`config.mk`:
```
export PLATFORM = sky130hd
export DESIGN_NAME = app_mult_serial_acc16
export DESIGN_NICKNAME = d
export VERILOG_FILES = /design/src/rtl/app_mult_serial_acc16_pkg.sv /design/src/rtl/app_mult_serial_acc16_ctrl.sv /design/src/rtl/app_mult_serial_acc16.sv
export SDC_FILE = /design/constraint.sdc
export NUM_CORES = 1
export LEC_CHECK = 0
export CORE_ASPECT_RATIO = 2
export CORE_UTILIZATION = 35
export DETAILED_ROUTE_END_ITERATION = 8
export PLACE_DENSITY = 0.63
export SYNTH_ARGS = -nofsm -noshare
export SYNTH_HDL_FRONTEND = slang
export SYNTH_SLANG_ARGS = --single-unit
```
`constraint.sdc`:
```
create_clock -name clk -period 3.35 [get_ports clk]
set_input_delay 0.67 -clock clk [delete_from_list [all_inputs] [get_ports clk]]
set_output_delay 0.67 -clock clk [all_outputs]
set_load 0.02 [all_outputs]
```
`src/rtl/app_mult_serial_acc16_pkg.sv`:
```
// Shared types and default sizes for the serial approximate-multiplier accumulator.
// APP_MULT_LAYER_REG_EN adds one cycle of layer-result latency.
package app_mult_serial_acc16_pkg;

    typedef enum logic [1:0] {
        IDLE,
        RUN,
        DONE
    } state_t;

    localparam int WIDTH_DEF  = 16;
    localparam int DIGITS_DEF = WIDTH_DEF / 2;
    localparam int LSUM_W_DEF = WIDTH_DEF + 2;
    localparam int PROD_W_DEF = 2 * WIDTH_DEF;
    localparam int ACC_GUARD  = 3;

`ifdef APP_MULT_LAYER_REG_EN
    localparam int LAYER_LAT = 1;
`else
    localparam int LAYER_LAT = 0;
`endif

endpackage

```
`src/rtl/app_mult_serial_acc16_ctrl.sv`:
```
// FSM, digit counter and handshake strobes for the serial multiplier accumulator.
// APP_MULT_LAYER_REG_EN delays each capture by one cycle relative to its drive.
module serial_acc_ctrl
    import app_mult_serial_acc16_pkg::*;
#(
    parameter int DIGITS = DIGITS_DEF,
    parameter int KW     = $clog2(DIGITS + 1)
) (
    input  logic          clk,
    input  logic          rst,
    input  logic          in_valid_i,
    input  logic          out_ready_i,
    output logic          in_ready_o,
    output logic [KW-1:0] k_o,
    output logic [KW-1:0] acc_k_o,
    output logic          acc_clr_o,
    output logic          acc_en_o,
    output logic          done_o
);

    localparam logic [KW-1:0] LAST_K = KW'(DIGITS - 1 + LAYER_LAT);

    state_t        state_q, state_d;
    logic [KW-1:0] k_q, k_d;

    always_ff @(posedge clk or posedge rst) begin
        if (rst) begin
            state_q <= IDLE;
            k_q     <= '0;
        end else begin
            state_q <= state_d;
            k_q     <= k_d;
        end
    end

    // With the layer register, the digit being captured trails the driven digit by one.
`ifdef APP_MULT_LAYER_REG_EN
    assign acc_k_o = k_q - KW'(1);
`else
    assign acc_k_o = k_q;
`endif

    assign k_o = k_q;

    always_comb begin
        state_d    = state_q;
        k_d        = k_q;
        in_ready_o = 1'b0;
        acc_clr_o  = 1'b0;
        acc_en_o   = 1'b0;
        done_o     = 1'b0;
        case (state_q)
            IDLE: begin
                in_ready_o = 1'b1;
                if (in_valid_i) begin
                    acc_clr_o = 1'b1;
                    k_d       = '0;
                    state_d   = RUN;
                end
            end
            RUN: begin
`ifdef APP_MULT_LAYER_REG_EN
                acc_en_o = (k_q != '0);
`else
                acc_en_o = 1'b1;
`endif
                k_d = k_q + KW'(1);
                if (k_q == LAST_K) begin
                    k_d     = '0;
                    state_d = DONE;
                end
            end
            DONE: begin
                done_o = 1'b1;
                if (out_ready_i) begin
                    state_d = IDLE;
                end
            end
            default: begin
                state_d = IDLE;
                k_d     = '0;
            end
        endcase
    end

endmodule

```
`src/rtl/app_mult_serial_acc16.sv`:
```
// Serial signed 16x16 multiplier controller: drives a 16x2 partial-product layer per B digit
// and shift-accumulates its sum. APP_MULT_LAYER_REG_EN registers lay_sum before accumulation.
module app_mult_serial_acc16
    import app_mult_serial_acc16_pkg::*;
#(
    parameter int WIDTH  = WIDTH_DEF,
    parameter int DIGITS = WIDTH / 2,
    parameter int LSUM_W = WIDTH + 2,
    parameter int PROD_W = 2 * WIDTH
) (
    input  logic              clk,
    input  logic              rst,
    input  logic              in_valid,
    output logic              in_ready,
    input  logic [WIDTH-1:0]  in_a,
    input  logic [WIDTH-1:0]  in_b,
    output logic [WIDTH-1:0]  lay_a,
    output logic              lay_b_low,
    output logic              lay_b_high,
    output logic              lay_cin,
    input  logic [LSUM_W-1:0] lay_sum,
    output logic              out_valid,
    input  logic              out_ready,
    output logic [PROD_W-1:0] out_prod
);

    localparam int KW    = $clog2(DIGITS + 1);
    localparam int IW    = $clog2(WIDTH);
    localparam int ACC_W = PROD_W + ACC_GUARD;

    logic [WIDTH-1:0]  a_q, b_q;
    logic [ACC_W-1:0]  acc_q, acc_d;
    logic [ACC_W-1:0]  sum_ext;
    logic [LSUM_W-1:0] sum_src;
    logic [KW-1:0]     k, acc_k, dig_idx;
    logic [IW-1:0]     bit_lo, bit_hi;
    logic              acc_clr, acc_en, done;

    serial_acc_ctrl #(
        .DIGITS (DIGITS),
        .KW     (KW)
    ) u_ctrl (
        .clk         (clk),
        .rst         (rst),
        .in_valid_i  (in_valid),
        .out_ready_i (out_ready),
        .in_ready_o  (in_ready),
        .k_o         (k),
        .acc_k_o     (acc_k),
        .acc_clr_o   (acc_clr),
        .acc_en_o    (acc_en),
        .done_o      (done)
    );

    always_ff @(posedge clk or posedge rst) begin
        if (rst) begin
            a_q <= '0;
            b_q <= '0;
        end else if (acc_clr) begin
            a_q <= in_a;
            b_q <= in_b;
        end
    end

    // The drain cycle of the registered-layer build lets k reach DIGITS; clamp the mux index.
    assign dig_idx = (k < KW'(DIGITS)) ? k : KW'(DIGITS - 1);
    assign bit_lo  = IW'({dig_idx, 1'b0});
    assign bit_hi  = IW'({dig_idx, 1'b1});

    assign lay_a      = a_q;
    assign lay_b_low  = b_q[bit_lo];
    assign lay_b_high = b_q[bit_hi];
    assign lay_cin    = 1'b0;

`ifdef APP_MULT_LAYER_REG_EN
    logic [LSUM_W-1:0] sum_q;

    always_ff @(posedge clk or posedge rst) begin
        if (rst) begin
            sum_q <= '0;
        end else begin
            sum_q <= lay_sum;
        end
    end

    assign sum_src = sum_q;
`else
    assign sum_src = lay_sum;
`endif

    assign sum_ext = {{(ACC_W - LSUM_W){sum_src[LSUM_W-1]}}, sum_src};

    always_comb begin
        acc_d = acc_q;
        if (acc_clr) begin
            acc_d = '0;
        end else if (acc_en) begin
            acc_d = acc_q + (sum_ext << {acc_k, 1'b0});
        end
    end

    always_ff @(posedge clk or posedge rst) begin
        if (rst) begin
            acc_q <= '0;
        end else begin
            acc_q <= acc_d;
        end
    end

    // Guard bits are dropped without saturation.
    assign out_valid = done;
    assign out_prod  = done ? acc_q[PROD_W-1:0] : '0;

endmodule

```
== After elaboration in Yosys (flattened, before gate mapping) ==
Cells that the tools add are included.

* Register bits: 73
* Output and inout bits: 53

* Add/subtract/negate cells: 2
* Magnitude comparators: 3
* Eq/ne operators: 6
* Shift-type cells: 1
* Multiplexer cells: 20
* Bitwise gates (word level): 1
* Reduce and logical (&&, ||, !) cells: 4

{| class="wikitable"
|+ Operators by type and width
! cell !! number
|-
| $mux W35 || 2
|-
| $add A35 B35 Y35 || 1
|-
| $shl A35 B5 Y35 || 1
|-
| $mux W32 || 1
|-
| $pmux W4 S3 || 1
|-
| $lt A4 B5 Y1 const B || 2
|-
| $mux W4 || 2
|-
| $mux W1 || 7
|-
| $bmux W1 S3 || 2
|-
| $mux W2 || 3
|-
| $pmux W2 S3 || 1
|-
| $add A4 B1 Y4 const B || 1
|-
| $eq A4 B3 Y1 const B || 1
|-
| $lt A4 B4 Y1 const B || 1
|-
| $ne A2 B2 Y1 const B || 2
|-
| $mux W3 || 1
|-
| $reduce_and A3 Y1 || 1
|-
| $eq A2 B1 Y1 const B || 1
|-
| $eq A2 B2 Y1 const B || 1
|-
| $logic_not A2 Y1 || 1
|-
| $ne A2 B1 Y1 const B || 1
|-
| $reduce_and A2 Y1 || 1
|-
| $reduce_bool A2 Y1 || 1
|-
| $not A1 Y1 || 1
|}

== Logic depth before layout (Yosys ltp) ==
Gate-level depths: netlist of the first run.

* Depth in word-level cells: 4
* Gate-level depth with buffers: 19
* Gate-level depth less buffers: 15

== Hierarchy ==
A second synthesis of the first run with hierarchy kept.

* Cell total of the unflattened synthesis: 652
* Area total of the unflattened synthesis: 5,691.7 um2

{| class="wikitable"
|+ Modules (own cells, without submodules)
! module !! instances !! cells an instance !! area an instance (um2)
|-
| app_mult_serial_acc16 || 1 || 619 || 5,352.6
|-
| serial_acc_ctrl || 1 || 33 || 339.1
|}

== Least setup slack after synthesis of the first run ==
Ideal clock, no wire load.

* Path type: reg-to-reg
* Start: register u_ctrl.k_q[0], in the netlist u_ctrl.acc_k_o[0]
* End: register acc_q[31]
* Setup time: 0.069 ns
* Arrival: 3.413 ns
* Required time: 3.281 ns
* Path slack: -0.131 ns
* Cell stages (with the launch flop): 20
* Buffers on the path: 4
* Path through: dfrtp_1 -> buf_6 -> buf_2 -> buf_2 -> mux2i_1 -> nand2_1 -> nand2_1 -> nor2_1 -> a21oi_1 -> nor2_1 -> ha_1 -> clkbuf_1 -> a21oi_1 -> o221ai_1 -> nor3_2 -> a21oi_1 -> o21ai_2 -> a21oi_1 -> or4_1 -> nand3_1

* Longest elaborated chain between the ends: 4

{| class="wikitable"
|+ Ends and longest elaborated chain
! what !! RTL line !! text
|-
| from (decl) || app_mult_serial_acc16_ctrl.sv:24 || <nowiki>logic [KW-1:0] k_q, k_d;</nowiki>
|-
| from (signal assigned) || app_mult_serial_acc16_ctrl.sv:32 || <nowiki>k_q <= k_d;</nowiki>
|-
| $shl A35 B5 Y35 || app_mult_serial_acc16.sv:98 || <nowiki>acc_d = acc_q + (sum_ext << {acc_k, 1'b0});</nowiki>
|-
| $add A35 B35 Y35 || app_mult_serial_acc16.sv:98 ||
|-
| $mux W35 || app_mult_serial_acc16.sv:97 || <nowiki>end else if (acc_en) begin</nowiki>
|-
| $mux W35 || app_mult_serial_acc16.sv:95 || <nowiki>if (acc_clr) begin</nowiki>
|-
| to (signal assigned) || app_mult_serial_acc16.sv:104 || <nowiki>acc_q <= '0;</nowiki>
|-
| to (signal assigned) || app_mult_serial_acc16.sv:106 || <nowiki>acc_q <= acc_d;</nowiki>
|-
| to (decl) || app_mult_serial_acc16.sv:32 || <nowiki>logic [ACC_W-1:0] acc_q, acc_d;</nowiki>
|}

Every way passes these cells. The select of a mux whose other input is x is not followed.
A chain may end at the register's enable or synchronous reset.

== Worst setup path after layout of the first run ==
* Start: register u_ctrl.k_q[0], in the netlist u_ctrl.acc_k_o[0]
* End: register acc_q[30]

The elaborated chain is that of the path after synthesis.

==> results of run 1 <==
[repair_timing]
item / CTS / global route
gates resized for setup: 135 / 66
hold buffers: 0 / 0
endpoints found under the setup margin: 17 / 18
buffers inserted: 24 / 11
gates cloned: 1 / 0
pin swaps: 35 / 36
[worst max-delay path: stages, from the launching register on]
cell and delay, ns:
dfrtp_2 0.45, buf_12 0.14, buf_12 0.12, mux2i_4 0.26
nor2_2 0.07, a21oi_2 0.21, mux2_4 0.23, nor2_4 0.06
ha_4 0.30, nand4_1 0.22, a2111oi_4 0.46, buf_4 0.21
nor4b_4 0.05, o21ai_2 0.22, buf_6 0.15, a311oi_2 0.08
a21oi_1 0.14, o31ai_1 0.09
[cell type report]
type / count / area, µm²
Clock buffer: 13 / 260
Clock inverter: 3 / 42.5
Fill cell: 1344 / 6380
Inverter: 15 / 56.3
Multi-Input combinational cell: 531 / 4410
Sequential cell: 70 / 1750
Tap cell: 201 / 251
Timing Repair Buffer: 296 / 2540
[how the worst min path moves through the flow]
stage,from,end,cells past startpoint,slack (ns)
3_5_place_dp,b_q[2],b_q[2],1,0.50
3_3_place_gp,b_q[9],b_q[9],1,0.49
6_report,b_q[1],b_q[1],1,0.50
5_1_grt,lay_a[10],lay_a[10],1,0.52
4_1_cts,b_q[2],b_q[2],1,0.51
2_1_floorplan,acc_q[10],acc_q[10],2,0.47
[registers in the layout (all words and copies together) (netlist names)]
register        flops
u_ctrl.acc_k_o      4
b_q                16
lay_a              16
u_ctrl.state_q      2
acc_q              32
[layout by cell type (no fill, tap or decap), drive strengths merged, types with 3 or more instances in the layout]
master | synthesis | routed
buf | 14 | 190
clkdlybuf4s50 | 0 | 89
nand2 | 77 | 77
dfrtp | 70 | 70
a21oi | 62 | 62
o21ai | 55 | 55
nor2 | 47 | 47
mux2 | 41 | 41
and2 | 33 | 33
ha | 32 | 32
mux2i | 21 | 21
o22ai | 18 | 18
dlygate4sd2 | 0 | 16
xnor2 | 16 | 16
inv | 15 | 15
clkbuf | 31 | 14
xor2 | 12 | 12
a31oi | 12 | 12
nor3 | 9 | 9
nor2b | 9 | 9
a211oi | 8 | 8
a21o | 7 | 7
nand3 | 7 | 7
and3 | 5 | 5
nand2b | 4 | 4
nand4 | 4 | 4
a22o | 4 | 4
o21bai | 3 | 3
and4 | 3 | 3
o21a | 3 | 3
mux4 | 3 | 3
a311oi | 3 | 3
o31ai | 3 | 3
[synth_stat cells (all sizes together), types with 4 or more instances]
library cell   n  area share, %
o21ai         55            5.0
buf           14            1.3
a211oi         8            1.1
xnor2         16            2.5
a21o           7           0.94
nand3          7           0.63
a21oi         62            5.7
nand2         77            5.2
dfrtp         70             31
and3           5           0.56
nor3           9           0.89
nand4          4           0.45
xor2          12            1.9
ha            32            7.1
nor2          47            3.1
nand2b         4           0.45
inv           15            1.0
mux2          41            8.3
clkbuf        31            2.1
and2          33            3.7
a31oi         12            1.3
a22o           4           0.63
mux2i         21            3.8
o22ai         18            2.0
nor2b          9            1.0
[metrics by stage]
stage	util (%)	instances	hold WS (ns)	worst slack [ns]	instance area, µm²
after floorplan	-	661	0.470	0.000798	5610
after global placement	50.4	1079	0.487	-0.851	7920
final	59.4	1129	0.502	-0.268	9320
after CTS	57.0	1119	0.507	-0.127	8940
after global routing	59.4	1129	0.518	-0.412	9320
after detailed placement	50.4	1079	0.495	-0.881	7920
[layer usage]
layer / up-vias / global-route usage [%]
met4: 0 / 16.6
met1: 2976 / 25.5
met5: - / 0
met2: 200 / 51.5
li1: 2908 / -
met3: 74 / 3.32
[cell families (layout without fill, tap and decap cells)]
family	Yosys count	count (layout)	share of synthesized area (%)
XOR/XNOR	28	28	4.38
other	1	1	0.0669
multiplexers	65	65	13.3
buffers and inverters	60	327	4.36
AO/OA/AOI/OAI	194	194	21.0
adder cells (fa/ha/maj)	33	33	7.50
flip-flops	70	70	31.3
AND/OR/NAND/NOR	210	210	18.2
==> impl_metrics.csv, run 1 <==
group,metric,value,unit
logic_synthesis,async_reset_ff_share,100,%
logic_synthesis,synthDistinctLibCells,63,
die,io_pins,107,
finish,final_nets,1010,
logic_synthesis,ys.warnings.count,0,
critical_path,critPathLaunch,"u_ctrl.acc_k_o[0]",
sta,fin_crit_sh,108,%
logic_synthesis,synth_nets,748,
route,drt-met1-wl,7250,µm
critical_path,critPathCaptureType,"flop",
global_routing,grt_use_total,26.5,%
critical_path,arrival,3.82,ns
run_status,outcome,"finished with violations",
die,dieArea,0.0165,mm²
route,drtIter0Drc,284,
die,chipWidth,91.5,µm
sta,skew,0.0124,ns
route,wl,21700,µm
route,wl_met3,828,µm
sta,slew_violations,0,
flow_run,drv_cap,0,
run_status,violations,"negative setup slack",
sta,final.setup.worst_slack,-0.268,ns
global_routing,grt_pass1_vias,6596,
sta,setup_tns,-1.72,ns
global_routing,grt_max_degree,31,
logic_synthesis,syn-cell-area,0.00560,mm²
global_routing,overflow,0,
sta,fmaxAchievable,0.276,GHz
cts,cts_tree,"done",
finish,drive_gt1_share,41.2,%
logic_synthesis,synth_edf_count,0,
route,drt-vias-per-instance,5.45,
critical_path,reg2reg_slack,-0.27,ns
sta,slew_headroom,26.6,%
route,wl_per_cell,19.2,µm
route,drc_errors,0,
route,dr_wl_met2,12000,µm
die,die_h,181,µm
cts,clock-sinks,70,
die,core,0.0157,mm²
route,ant_nets,0,
sta,grt_setup_unrepaired,"true",
global_routing,grt_pass1_wl,33900,µm
critical_path,criticalPathCategory,"flop to flop",
logic_synthesis,synth.avg_cell_area,8.47,µm²
global_routing,antenna_found_initial,0,
cts,cts_buffers,9,
logic_synthesis,ys_ff_latch,70,
min_path,worst_hold_path_type,"flop to flop",
cts,insertion_delay,0.35,ns
cts,clkTransAtPathRegs,0.06,ns
place,gp_congestion,0.948,
critical_path,crit_required,3.55,ns
place,hpwl,15900,µm
sta,hold_viol_final,0,
critical_path,cp_max_fo,5,
cts,h-tree-depth,3,
die,initial_core_util,35.7,%
logic_synthesis,yosysSeqAreaShare,31.3,%
sta,setup_viol,12,
critical_path,r2r_start,"u_ctrl.acc_k_o[0]",
critical_path,r2r_cells,17,
finish,area_delta_synth_final,66.4,%
place,port_buffers,105,
critical_path,r2r-end,"acc_q[30]",
critical_path,startpoint_type,"flop",
finish,antenna_cells,0,
die,rows,65,
route,drt_first_pass_iters,6,
cts,cts.root.buffer_cell,"clkbuf_16",
route,highest-signal-layer,"met4",
cts,cts_buffer_depth,2,
sta,tightest_slew,1.10,ns
route,via_count,6158,
critical_path,crit_path_end,"acc_q[30]",
logic_synthesis,synthCells,661,
logic_synthesis,synth_flop_cell,"dfrtp_1",
sta,finalCriticalPeriod,3.62,ns
Power of run 1 is left out: the tool's default activity adds up to more than one toggle a clock period on the data nets, which glitch-free logic cannot reach.
==> run 2: changes to the inputs <==
Settings changed: ABC_AREA set to 1, PLACE_DENSITY 0.63 to 0.62.
==> impl_metrics.csv, run 2 <==
group,metric,value,unit
min_path,min_from,"b_q[5]",
critical_path,worst_path_most_repeated_cell,"nand2_1",
logic_synthesis,syn-cell-area,0.00608,mm²
global_routing,grt_use_total,24.4,%
critical_path,r2r_cells,18,
global_routing,grt_pass1_wl,32600,µm
logic_synthesis,synth-simple-area-share,33.6,%
flow_run,drv_cap,0,
logic_synthesis,synthMuxAreaShare,5.88,%
critical_path,path_delay_family,"simple AND/OR/NAND/NOR gates",
cts,h-tree-depth,3,
min_path,hold_path_depth,1,
route,wl_per_cell,15.8,µm
finish,final_nets,1189,
critical_path,criticalPathCategory,"input port to flop",
logic_synthesis,synth.avg_cell_area,6.36,µm²
sta,slew_violations,0,
critical_path,reg2reg_slack,0.36,ns
cts,cts_tree,"done",
die,rows,67,
finish,regMostFlops,"acc_q",
global_routing,grt_max_degree,47,
route,via_count,6597,
critical_path,path_buf_inv,3,
cts,cts_setup_buffers,0,
sta,setup_viol,0,
cts,insertion_delay,0.34,ns
cts,cts.root.buffer_cell,"clkbuf_16",
cts,cts_buffer_depth,2,
logic_synthesis,synthCells,957,
logic_synthesis,ys_ff_latch,70,
sta,fmaxAchievable,0.321,GHz
critical_path,startpoint_type,"input port",
die,chipWidth,95.2,µm
cts,cts_buffers,9,
cts,clkTransAtPathRegs,0.06,ns
logic_synthesis,synth-compound-area-share,13.1,%
finish,final_common_cell,"nand2_1",
place,port_buffers,105,
sta,slew_headroom,57.8,%
critical_path,cp_slowest_stage_delay,0.49,ns
sta,skew,0.00520,ns
logic_synthesis,synth_top_area_cell,"dfrtp_1",
power_and_ir_drop,p_total,0.0103,W
critical_path,crit_required,3.58,ns
sta,tightest_slew,0.633,ns
route,ant_nets,0,
logic_synthesis,yosysSeqAreaShare,28.8,%
logic_synthesis,yosys.area_share.xor_xnor,0,%
power_and_ir_drop,irDropWorstVdd,0.644,mV
logic_synthesis,yosysTopAreaCellShare,28.8,%
die,initial_core_util,36.1,%
global_routing,overflow,0,
route,drtIter0Drc,233,
global_routing,grt_pass1_vias,6635,
sta,finalCriticalPeriod,3.12,ns
die,core,0.0168,mm²
finish,antenna_cells,0,
route,drt-vias-per-instance,5.02,
logic_synthesis,synth_fa_ha_area_share,6.91,%
critical_path,r2r-end,"acc_q[29]",
critical_path,critPathCaptureType,"flop",
min_path,worst_hold_path_type,"flop to flop",
logic_synthesis,synthDistinctLibCells,41,
critical_path,cp_max_fo,5,
logic_synthesis,synth.area.top_cells,"dfrtp_1, nand2_1, inv_1",
critical_path,r2r_start,"u_ctrl.acc_k_o[0]",
die,io_pins,107,
finish,largest_reg_flops,32,
place,hpwl,16600,µm
min_path,hold_path_end,"b_q[5]",
critical_path,crit_path_cell_trace,"clkdlybuf4s50_1 > nand2_1 > nand2_1 > nand2_1 > o21ai_0 > inv_1 > nor2_1 > ha_1 > nand2_2 > inv_1 > nand2_1 > nand2_1 > a21oi_1 > nand2_2 > nand2_1 > nand3_1 > nand3_1 > nand2_1",
finish,area_delta_synth_final,32.2,%
cts,clock-sinks,70,
finish,layout_common_cells,"nand2_1, inv_1, nor2_1",
route,drc_errors,0,
place,gp_congestion,1.04,
die,die_h,188,µm
run_status,outcome,"finished clean",
route,drt_first_pass_iters,6,
sta,fin_crit_sh,93.1,%
logic_synthesis,synth_top_family_by_area,"simple AND/OR/NAND/NOR gates",
place,dp.cells,1298,
logic_synthesis,synth_nets,1044,
power_and_ir_drop,pwr_density_cell,1290,mW/mm²
logic_synthesis,synth_most_common_cell,"nand2_1",
finish,instances_no_fill,1314,
logic_synthesis,async_reset_ff_share,100,%
logic_synthesis,synth_flop_cell,"dfrtp_1",
logic_synthesis,ys.warnings.count,0,
critical_path,slowest_stage,"clkdlybuf4s50_1",
finish,drive_gt1_share,12.5,%
die,dieArea,0.0179,mm²
critical_path,arrival,3.35,ns
logic_synthesis,synth_edf_count,0,
logic_synthesis,synthTopCellsByCount,"nand2_1, inv_1, nor2_1",
global_routing,antenna_found_initial,0,
sta,hold_viol_final,0,
route,wl,20800,µm
power_and_ir_drop,power_leakage,4.16,nW
run 2: final cells by class:
class	count	area [µm²]
flip-flops and latches	70	1750
well taps	207	259
clock inverters	6	91.3
multi-input cells	710	3660
repair buffers	159	1470
inverters	152	571
fillers	1776	8810
clock buffers	10	239
run 2: worst max-delay path by stage:
stage / startpoint / end / slack, ns / cells past startpoint
global placement: lay_sum[12] / acc_q[29] / -0.24 / 20
global route: lay_sum[10] / acc_q[21] / -0.006 / 20
floorplan: u_ctrl.acc_k_o[3] / acc_q[24] / 0.79 / 17
CTS: lay_sum[6] / acc_q[29] / 0.11 / 20
finish: lay_sum[1] / acc_q[29] / 0.23 / 18
detailed placement: lay_sum[6] / acc_q[29] / -0.23 / 20
run 2: stage by stage:
step | setup TNS (ns) | worst slack [ns] | instance area [µm²] | utilization (%) | hold WS, ns
after floorplan | 0 | 0.788 | 6080 | - | 0.459
after global placement | -1.19 | -0.237 | 7670 | 45.5 | 0.470
after detailed placement | -1.12 | -0.234 | 7670 | 45.5 | 0.477
after CTS | 0 | 0.115 | 8000 | 47.5 | 0.491
after global routing | -0.00831 | -0.00638 | 8040 | 47.7 | 0.505
final | 0 | 0.232 | 8040 | 47.7 | 0.484
run 2: cell families (layout without fill, tap and decap cells):
family / after synthesis / in the layout
multiplexers: 32 / 32
AND/OR/NAND/NOR: 503 / 503
AO/OA/AOI/OAI: 141 / 141
adder cells (fa/ha/maj): 33 / 33
buffers and inverters: 177 / 327
flip-flops: 70 / 70
other: 1 / 1
run 2: timing repair:
action,CTS,global route
setup endpoints to repair,0,7
gates resized for setup,0,12
hold endpoints to repair,0,0
hold buffers,0,0
run 2: layer usage:
metal | part of all wire [%] | wire (µm) | track usage (%) | vias up
met5 | 0 | 0 | 0 | -
met4 | 7.0 | 1450 | 16.8 | 0
met3 | 3.6 | 755 | 3.11 | 68
met2 | 55 | 11400 | 45.9 | 184
met1 | 35 | 7170 | 23.4 | 2994
li1 | - | - | - | 3351
run 2: report_power, final:
part	switching [W]	internal [W]	total (W)
clock network	0.000412	0.000680	0.00109
logic	0.00478	0.00291	0.00770
registers	0.000278	0.00128	0.00156
No activity file was read; power rests on OpenSTA's default activity.
==> run 3: changes to the inputs <==
Settings changed: CORE_ASPECT_RATIO 2 to unset.
==> impl_metrics.csv, run 3 (synthesis gave the netlist of run 2 again) <==
group,metric,value,unit
sta,slew_headroom,50.4,%
critical_path,crit_path_cell_trace,"clkdlybuf4s50_1 > inv_1 > o21ai_1 > nand2_1 > o21ai_1 > nand2_1 > o21ai_1 > inv_1 > nor2_1 > ha_1 > nand2_1 > inv_1 > nand2_1 > nand2_1 > a21oi_1 > nand2_1 > nand2_1 > nand3_1 > nand3_1 > nand2_1",
critical_path,reg2reg_slack,0.42,ns
die,core,0.0168,mm²
critical_path,crit_required,3.59,ns
flow_run,drv_cap,0,
sta,tightest_slew,0.743,ns
route,wl,18700,µm
critical_path,startpoint_type,"input port",
critical_path,r2r_start,"u_ctrl.acc_k_o[1]",
critical_path,critPathCaptureType,"flop",
critical_path,path_buf_inv,4,
sta,fin_crit_sh,90.3,%
die,initial_core_util,36.3,%
power_and_ir_drop,pwr-share-clk,11.3,%
global_routing,antenna_found_initial,0,
min_path,worst_hold_path_type,"flop to flop",
global_routing,grt_use_total,21.9,%
finish,largest_reg_flops,32,
place,port_buffers,105,
power_and_ir_drop,power_leakage,4.04,nW
cts,h-tree-depth,3,
finish,final_cell_area,0.00783,mm²
finish,instances_no_fill,1302,
global_routing,grt_pass1_wl,30500,µm
cts,cts.root.buffer_cell,"clkbuf_16",
critical_path,r2r-end,"acc_q[29]",
route,ant_nets,0,
critical_path,cp_max_fo,5,
place,pre_cts_ws,-0.0211,ns
sta,skew,0.0101,ns
critical_path,worst_path_most_repeated_cell,"nand2_1",
place,dp.cells,1286,
cts,clock-sinks,70,
critical_path,criticalPathCategory,"input port to flop",
finish,multi_input_area,0.00362,mm²
die,dieArea,0.0179,mm²
sta,hold_ws,0.486,ns
global_routing,overflow,0,
run_status,outcome,"finished clean",
sta,grt_setup_unrepaired,"false",
route,wl_per_cell,14.4,µm
cts,cts_buffers,9,
cts,cts_tree,"done",
finish,regMostFlops,"acc_q",
power_and_ir_drop,swShare,53.5,%
finish,final_nets,1164,
power_and_ir_drop,p_int,0.00454,W
min_path,hold_path_depth,1,
finish,drive_gt1_share,9.43,%
die,io_pins,107,
critical_path,slowest_stage,"clkdlybuf4s50_1",
power_and_ir_drop,irDropWorstVdd,0.605,mV
sta,slew_violations,0,
sta,fmaxAchievable,0.330,GHz
min_path,min_from,"b_q[5]",
critical_path,arrival,3.27,ns
finish,layout_common_cells,"nand2_1, inv_1, nor2_1",
cts,ctsHoldBuffers,0,
place,gp_congestion,0.936,
finish,final_core_util,46.7,%
critical_path,path_delay_family,"simple AND/OR/NAND/NOR gates",
min_path,hold_path_end,"b_q[5]",
global_routing,grt_max_degree,37,
route,drt_first_pass_iters,5,
die,chipWidth,134,µm
cts,ctsResizeCount,0,
power_and_ir_drop,switchingPower,0.00523,W
finish,ff_latch_area,0.00175,mm²
sta,final.setup.worst_slack,0.324,ns
finish,final_common_cell,"nand2_1",
cts,cts_setup_buffers,0,
cts,clkTransAtPathRegs,0.07,ns
route,drt-vias-per-instance,4.90,
sta,setup_viol,0,
place,hpwl,15100,µm
critical_path,cp_slowest_stage_delay,0.45,ns
power_and_ir_drop,power_frac_comb,72.7,%
power_and_ir_drop,seq_power_share,16.1,%
cts,cts_buffer_depth,2,
finish,fillers,1732,
route,drc_errors,0,
finish,antenna_cells,0,
sta,hold_viol_final,0,
finish,area_delta_synth_final,28.8,%
critical_path,r2r_cells,16,
die,rows,47,
cts,insertion_delay,0.35,ns
die,die_h,134,µm
power_and_ir_drop,pwr_density_cell,1250,mW/mm²
place,placed_cell_area,0.00750,mm²
global_routing,grt_pass1_vias,6138,
sta,finalCriticalPeriod,3.03,ns
route,via_count,6380,
route,drtIter0Drc,330,
## run 3: layout make-up
type	count	share of cell area [%]
repair buffers	134	16.4
well taps	220	3.51
clock inverters	7	1.36
multi-input cells	710	46.3
inverters	152	7.28
clock buffers	9	2.87
flip-flops and latches	70	22.4
## run 3: how the worst max path moves through the flow
stage	start	endpoint	cells past startpoint
floorplan	u_ctrl.acc_k_o[3]	acc_q[24]	17
global placement	lay_sum[9]	acc_q[28]	16
detailed placement	lay_sum[12]	acc_q[29]	20
CTS	lay_sum[12]	acc_q[29]	20
global route	lay_sum[3]	acc_q[29]	18
finish	lay_sum[12]	acc_q[29]	20
## run 3: power by group through the flow
stage               registers (W)  clock network, W  logic [W]
global route              0.00162           0.00114    0.00804
CTS                       0.00158           0.00112    0.00710
finish                    0.00157           0.00110    0.00710
floorplan                 0.00162                 0    0.00485
detailed placement        0.00159                 0    0.00707
global placement          0.00158                 0    0.00704
## run 3: metrics by stage
stage	TNS [ns]	total power, W
floorplan	0	0.00647
detailed placement	-0.0446	0.00866
finish	0	0.00977
global placement	-0.0166	0.00863
global route	0	0.0108
CTS	0	0.00979
## run 3: per-layer routing
metal | vias to the layer above | part of all wire [%] | track usage, %
li1 | 3297 | - | -
met1 | 2851 | 45 | 27.7
met2 | 198 | 45 | 35.8
met3 | 34 | 6.3 | 4.12
met4 | 0 | 3.4 | 10.6
met5 | - | 0 | 0
